## config.mk

```make
export PLATFORM = sky130hd
export DESIGN_NAME = demux_serial_driver
export DESIGN_NICKNAME = d
export VERILOG_FILES = /design/src/rtl/demux_serial_driver.sv
export SDC_FILE = /design/constraint.sdc
export NUM_CORES = 1
export LEC_CHECK = 0
export ABC_AREA = 1
export CORE_MARGIN = 3
export CORE_UTILIZATION = 52
export CTS_CLUSTER_DIAMETER = 200
export DETAILED_ROUTE_END_ITERATION = 8
export GPL_ROUTABILITY_DRIVEN = 0
export PLACE_DENSITY_LB_ADDON = 0.2
export RECOVER_POWER = 50
export SKIP_CTS_REPAIR_TIMING = 1
export SYNTH_ARGS = -nofsm -noshare
export SYNTH_HDL_FRONTEND = slang
export SYNTH_SLANG_ARGS = --single-unit
export TNS_END_PERCENT = 50
```

## constraint.sdc

```tcl
create_clock -name clk -period 3.6 [get_ports clk]
set_clock_uncertainty 0.05 [all_clocks]
set_input_delay 0.72 -clock clk [delete_from_list [all_inputs] [get_ports clk]]
set_output_delay 0.72 -clock clk [all_outputs]
set_load 0.02 [all_outputs]
```

## src/rtl/demux_serial_driver.sv

```systemverilog
// Serializes valid/ready words MSB-first onto a 1-to-4 demux (x, s).
// Each word is followed by a one-cycle gap with x=0 and a done pulse.
module demux_serial_driver #(
  parameter int WIDTH = 8
) (
  input  logic             clk,
  input  logic             reset,
  input  logic             in_valid,
  output logic             in_ready,
  input  logic [WIDTH-1:0] in_data,
  input  logic [1:0]       in_dest,
  output logic             x,
  output logic [1:0]       s,
  output logic             busy,
  output logic             done
);

  localparam int CW = (WIDTH > 1) ? $clog2(WIDTH) : 1;

  typedef enum logic [1:0] {IDLE, SHIFT, GAP} state_t;

  state_t           state_q, state_d;
  logic [WIDTH-1:0] shreg_q, shreg_d;
  logic [CW-1:0]    cnt_q, cnt_d;
  logic             x_q, x_d;
  logic [1:0]       s_q, s_d;
  logic             ready_q, ready_d;
  logic             busy_q, busy_d;
  logic             done_q, done_d;

  always_comb begin
    state_d = state_q;
    shreg_d = shreg_q;
    cnt_d   = cnt_q;
    x_d     = x_q;
    s_d     = s_q;
    ready_d = ready_q;
    busy_d  = busy_q;
    done_d  = done_q;
    case (state_q)
      IDLE: begin
        if (in_valid && ready_q) begin
          state_d = SHIFT;
          shreg_d = in_data;
          s_d     = in_dest;
          x_d     = in_data[WIDTH-1];
          cnt_d   = CW'(WIDTH - 1);
          ready_d = 1'b0;
          busy_d  = 1'b1;
          done_d  = 1'b0;
        end
      end
      SHIFT: begin
        // The counter holds how many bits remain after the one now on x.
        if (cnt_q != '0) begin
          shreg_d = shreg_q << 1;
          x_d     = shreg_d[WIDTH-1];
          cnt_d   = cnt_q - CW'(1);
        end else begin
          state_d = GAP;
          x_d     = 1'b0;
          done_d  = 1'b1;
        end
      end
      GAP: begin
        state_d = IDLE;
        x_d     = 1'b0;
        done_d  = 1'b0;
        ready_d = 1'b1;
        busy_d  = 1'b0;
      end
      default: begin
        state_d = IDLE;
        x_d     = 1'b0;
        done_d  = 1'b0;
        ready_d = 1'b1;
        busy_d  = 1'b0;
      end
    endcase
  end

  always_ff @(posedge clk) begin
    if (reset) begin
      state_q <= IDLE;
      shreg_q <= '0;
      cnt_q   <= '0;
      x_q     <= 1'b0;
      s_q     <= 2'b00;
      ready_q <= 1'b1;
      busy_q  <= 1'b0;
      done_q  <= 1'b0;
    end else begin
      state_q <= state_d;
      shreg_q <= shreg_d;
      cnt_q   <= cnt_d;
      x_q     <= x_d;
      s_q     <= s_d;
      ready_q <= ready_d;
      busy_q  <= busy_d;
      done_q  <= done_d;
    end
  end

  assign in_ready = ready_q;
  assign x        = x_q;
  assign s        = s_q;
  assign busy     = busy_q;
  assign done     = done_q;

endmodule

```

; ---- After elaboration in Yosys (flattened, before gate mapping)
; Cells that the tools add are included.
[word_totals]
reg_bits = 18
inputBits = 13
latchBits = 0
ram_bits = 0
mem_count = 0
rom_bits = 0
[classes]
n_mul = 0
bitwise_logic = 1
n_lt_le_gt_ge = 0
addsub = 1
mux = 18
reduce_logical = 8
n_eq_ne = 4
shift = 0
div_mod_pow = 0
[ops]
columns = cell, n
row1 = 2-to-1 mux 7 bit, 2
row2 = one-hot mux 7 bit (2 select lines), 1
row3 = one-hot mux 1 bit (2 select lines), 4
row4 = 2-to-1 mux 3 bit, 2
row5 = inequality test 2 bit (second input constant), 3
row6 = one-hot mux 3 bit (2 select lines), 1
row7 = AND reduction 2 bit, 3
row8 = 2-to-1 mux 1 bit, 5
row9 = 2-to-1 mux 2 bit, 2
row10 = one-hot mux 2 bit (2 select lines), 1
row11 = AND reduction 3 bit, 1
row12 = nonzero test 3 bit, 1
row13 = subtractor 3 x 1 -> 3 bit (second input constant), 1
row14 = == test 2 x 1 -> 1 bit (second input constant), 1
row15 = logical NOT 2 bit, 1
row16 = nonzero test 2 bit, 1
row17 = logical AND 1 bit, 1
row18 = inverter 1 bit, 1

; ---- Logic depth before layout (Yosys ltp)
[logic_depth]
depth_word = 3
ltp_mapped = 8

; ---- Least setup slack after synthesis
; No wires, ideal clock.
[synth_timing]
path_type = in2reg
from = in in_valid
to = reg s_q[0], in the netlist s[0]
setup_ns = 0.113
path_slack_ns = 2.260
n_path_buf = 1
arrival_time_ns = 1.177
cell_stages = 6
path_cell_list = nand2_1 > inv_1 > nand2_2 > buf_6 > o21ai_1 > nor2_1
[synth_via]
elab_chain_len = 2
[synth_lines]
columns = item, line_no
row1 = from (decl), 8  ; input logic in_valid,
row2 = logical AND 1 bit, 42  ; if (in_valid && ready_q) begin
row3 = AND reduction 2 bit (no line), n/a
row4 = to (signal assigned), 88  ; s_q <= 2'b00;
row5 = to (signal assigned), 97  ; s_q <= s_d;
row6 = to (decl), 26  ; logic [1:0] s_q, s_d;
; No other way between the ends.
; A chain may end at the register's enable or synchronous reset.

==> impl_metrics.env <==
export IMPL_cp_top_family="buffers and inverters"
export IMPL_cp_required_ps=2830
export IMPL_tritoncts_num_buffers=3
export IMPL_postRouteAntennaNets=0
export IMPL_drt_iter0_markers=15
export IMPL_initial_antenna_violation_count=0
export IMPL_syn_to_layout_area_delta_pct=18.6
export IMPL_detail_route_drc_violations=0
export IMPL_drive_gt1_share_pct=6.52
export IMPL_number_of_inserted_diodes=0
export IMPL_final_nets=154
export IMPL_crit_path_cell_trace="clkdlybuf4s50_1"
export IMPL_tightest_hold_check_type="reg2reg"
export IMPL_finalWorstPathRequiredPeriod_ps=2150
export IMPL_grt_usage_pct=18.4
export IMPL_final_cycle_utilization_of_the_critical_path_pct=59.6
export IMPL_crit_path_end_kind="primary output"
export IMPL_avgViaCountPerCell=5.01
export IMPL_wl_met3_um=57
export IMPL_mostFrequentLayoutCells="30 x sky130_fd_sc_hd__nand2_1, 23 x sky130_fd_sc_hd__nor2_1, 18 x sky130_fd_sc_hd__nand3_1"
export IMPL_first_pass_grt_wire_length_um=2800
export IMPL_fmax_ghz=0.466
export IMPL_cp_slowest_stage_delay_ps=640
export IMPL_slew_viol_final=0
export IMPL_yosysUniqueCellTypes=19
export IMPL_status="finished clean"
export IMPL_die_w_um=46.5
export IMPL_placement_setup_worst_slack_ps=1750
export IMPL_postLayoutCoreUtil_pct=66.5
export IMPL_clock_root_buffer="sky130_fd_sc_hd__clkbuf_4"
export IMPL_worst_pin_slew_ps=535
export IMPL_synth_yosys_seq_area_share_pct=39.8
export IMPL_leakage_nw=0.488
export IMPL_setup_reg_to_reg_worst_slack_ps=1910
export IMPL_detailedRoute_firstPassIterationCount=4
export IMPL_top_layer="met4"
export IMPL_timing_max_cap_violations=0
export IMPL_grt_overflow_total=0
export IMPL_met2_wirelength_um=881
export IMPL_initial_utilization_pct=56.1
export IMPL_hpwl_um=1280
export IMPL_path_depth=1
export IMPL_vias=771
export IMPL_finalPower_w=0.000624
export IMPL_vdd_ir_drop_worst_v=0.000327
export IMPL_cts_tree="done"
export IMPL_crit_path_start_kind="flop"
export IMPL_first_global_vias=684
export IMPL_timing_hold_violations_final=0
export IMPL_floorplan_io_pins=19
export IMPL_post_drt_wl_per_cell_um=11.5
export IMPL_grt_setup_unrepaired="false"
export IMPL_num_rows=14
export IMPL_timing_critical_path_buf_inv=1
export IMPL_postSynthCellCount=120
export IMPL_cts_clk_slew_worst_paths_ps=100
export IMPL_placeableCoreArea_mm2=0.00152
export IMPL_slew_headroom_pct=64.3
export IMPL_clock_tree_buffer_depth=2
export IMPL_clock_latency_ps=290
export IMPL_synthesis_nets=135
export IMPL_crit_type="reg2out"
export IMPL_route_layer_met1_wl_um=807
export IMPL_vertical_die_dimension_um=46.5
export IMPL_fin_tns_setup_ps=0
export IMPL_cp_arrival_ps=1380
export IMPL_worstHoldPathCells=2
export IMPL_htreeDepth=1
export IMPL_crit_slowest_cell="sky130_fd_sc_hd__clkdlybuf4s50_1"
export IMPL_power_density_mw_per_mm2=615
export IMPL_setup_violations=0
export IMPL_grt_max_degree=17
export IMPL_cts_sinks=17
export IMPL_synth_area_um2=855
export IMPL_mean_area_per_synthesized_cell_um2=7.12
export IMPL_layout_commonest_cell="sky130_fd_sc_hd__nand2_1"
export IMPL_worst_r2r_cell_count=8
export IMPL_synthesis_yosys_warnings=0
export IMPL_wirelength_um=1780
export IMPL_crit_path_max_fanout=4
export IMPL_portBuffers=18
export IMPL_fp_dieArea_mm2=0.00217
export IMPL_fin_ws_ps=1450
export IMPL_postSynthRegisterBits=17
cell type report:
cell class              instances  area [um^2]
clock buffers                   3         22.5
flip-flops and latches         17          340
clock inverters                 1         5.00
multi-input cells              85          393
fillers                       148          510
repair buffers                 18          180
well taps                      16         20.0
inverters                      14         52.6
synthesized netlist by cell type, drive strengths merged:
cell type,instances,area (um^2)
nor2,24,92.6
o21ai,5,25.0
nand4,1,6.26
dfxtp,17,340
nor3,1,5.00
buf,3,33.8
inv,14,52.6
nand2,30,128
a21oi,3,26.3
clkbuf,1,7.51
nand3,19,113
ha,2,25.0
layer usage:
metal / vias up / GRT usage, %
met5: - / 0
met4: 0 / 8.52
met3: 4 / 3.52
met2: 12 / 31.9
met1: 344 / 21.4
li1: 411 / -
registers in the layout (all words and copies together), names as in the netlist:
| name | cells |
|---|---|
| state_q | 2 |
| x | 1 |
| s | 2 |
| busy | 1 |
| in_ready | 1 |
| shreg_q | 7 |
| cnt_q | 3 |
where the power goes:
part	internal, W	total [W]	switching (W)
clock network	0.0000414	0.000103	0.0000615
registers	0.000235	0.000269	0.0000345
logic	0.000101	0.000252	0.000151
kinds of logic (layout without fill, tap and decap cells):
logic type               after synthesis  in the layout  synth area share (%)
AO/OA/AOI/OAI                          8              8                  6.00
adder cells (fa/ha/maj)                2              2                  2.93
buffers and inverters                 18             36                  11.0
flip-flops                            17             17                  39.8
AND/OR/NAND/NOR                       75             75                  40.3
through the flow:
step           cell area, um^2  hold WS (ps)  instances
6_report                  1010           421        154
4_1_cts                   1040           427        154
3_5_place_dp              1010           413        150
5_1_grt                   1010           456        154
3_3_place_gp              1010           399        150
2_1_floorplan              855           383        120
worst register-to-register path: cells and delay by family, from the launching register on:
kind                       cells  cell delay, ps
and+or+nand+nor                4             640
adders and majority gates      2             410
DFF                            1             350
buffers and inverters          2             170
worst paths after layout:
check / from / to
max: state_q[1]$_SDFFE_PP0P_ / done
min: cnt_q[2]$_SDFFE_PP0P_ / cnt_q[2]$_SDFFE_PP0P_
max reg2reg: cnt_q[0]$_SDFFE_PP0P_ / shreg_q[4]$_SDFFE_PP0P_
min reg2reg: cnt_q[2]$_SDFFE_PP0P_ / cnt_q[2]$_SDFFE_PP0P_
Power figures use the tool's default switching activity.
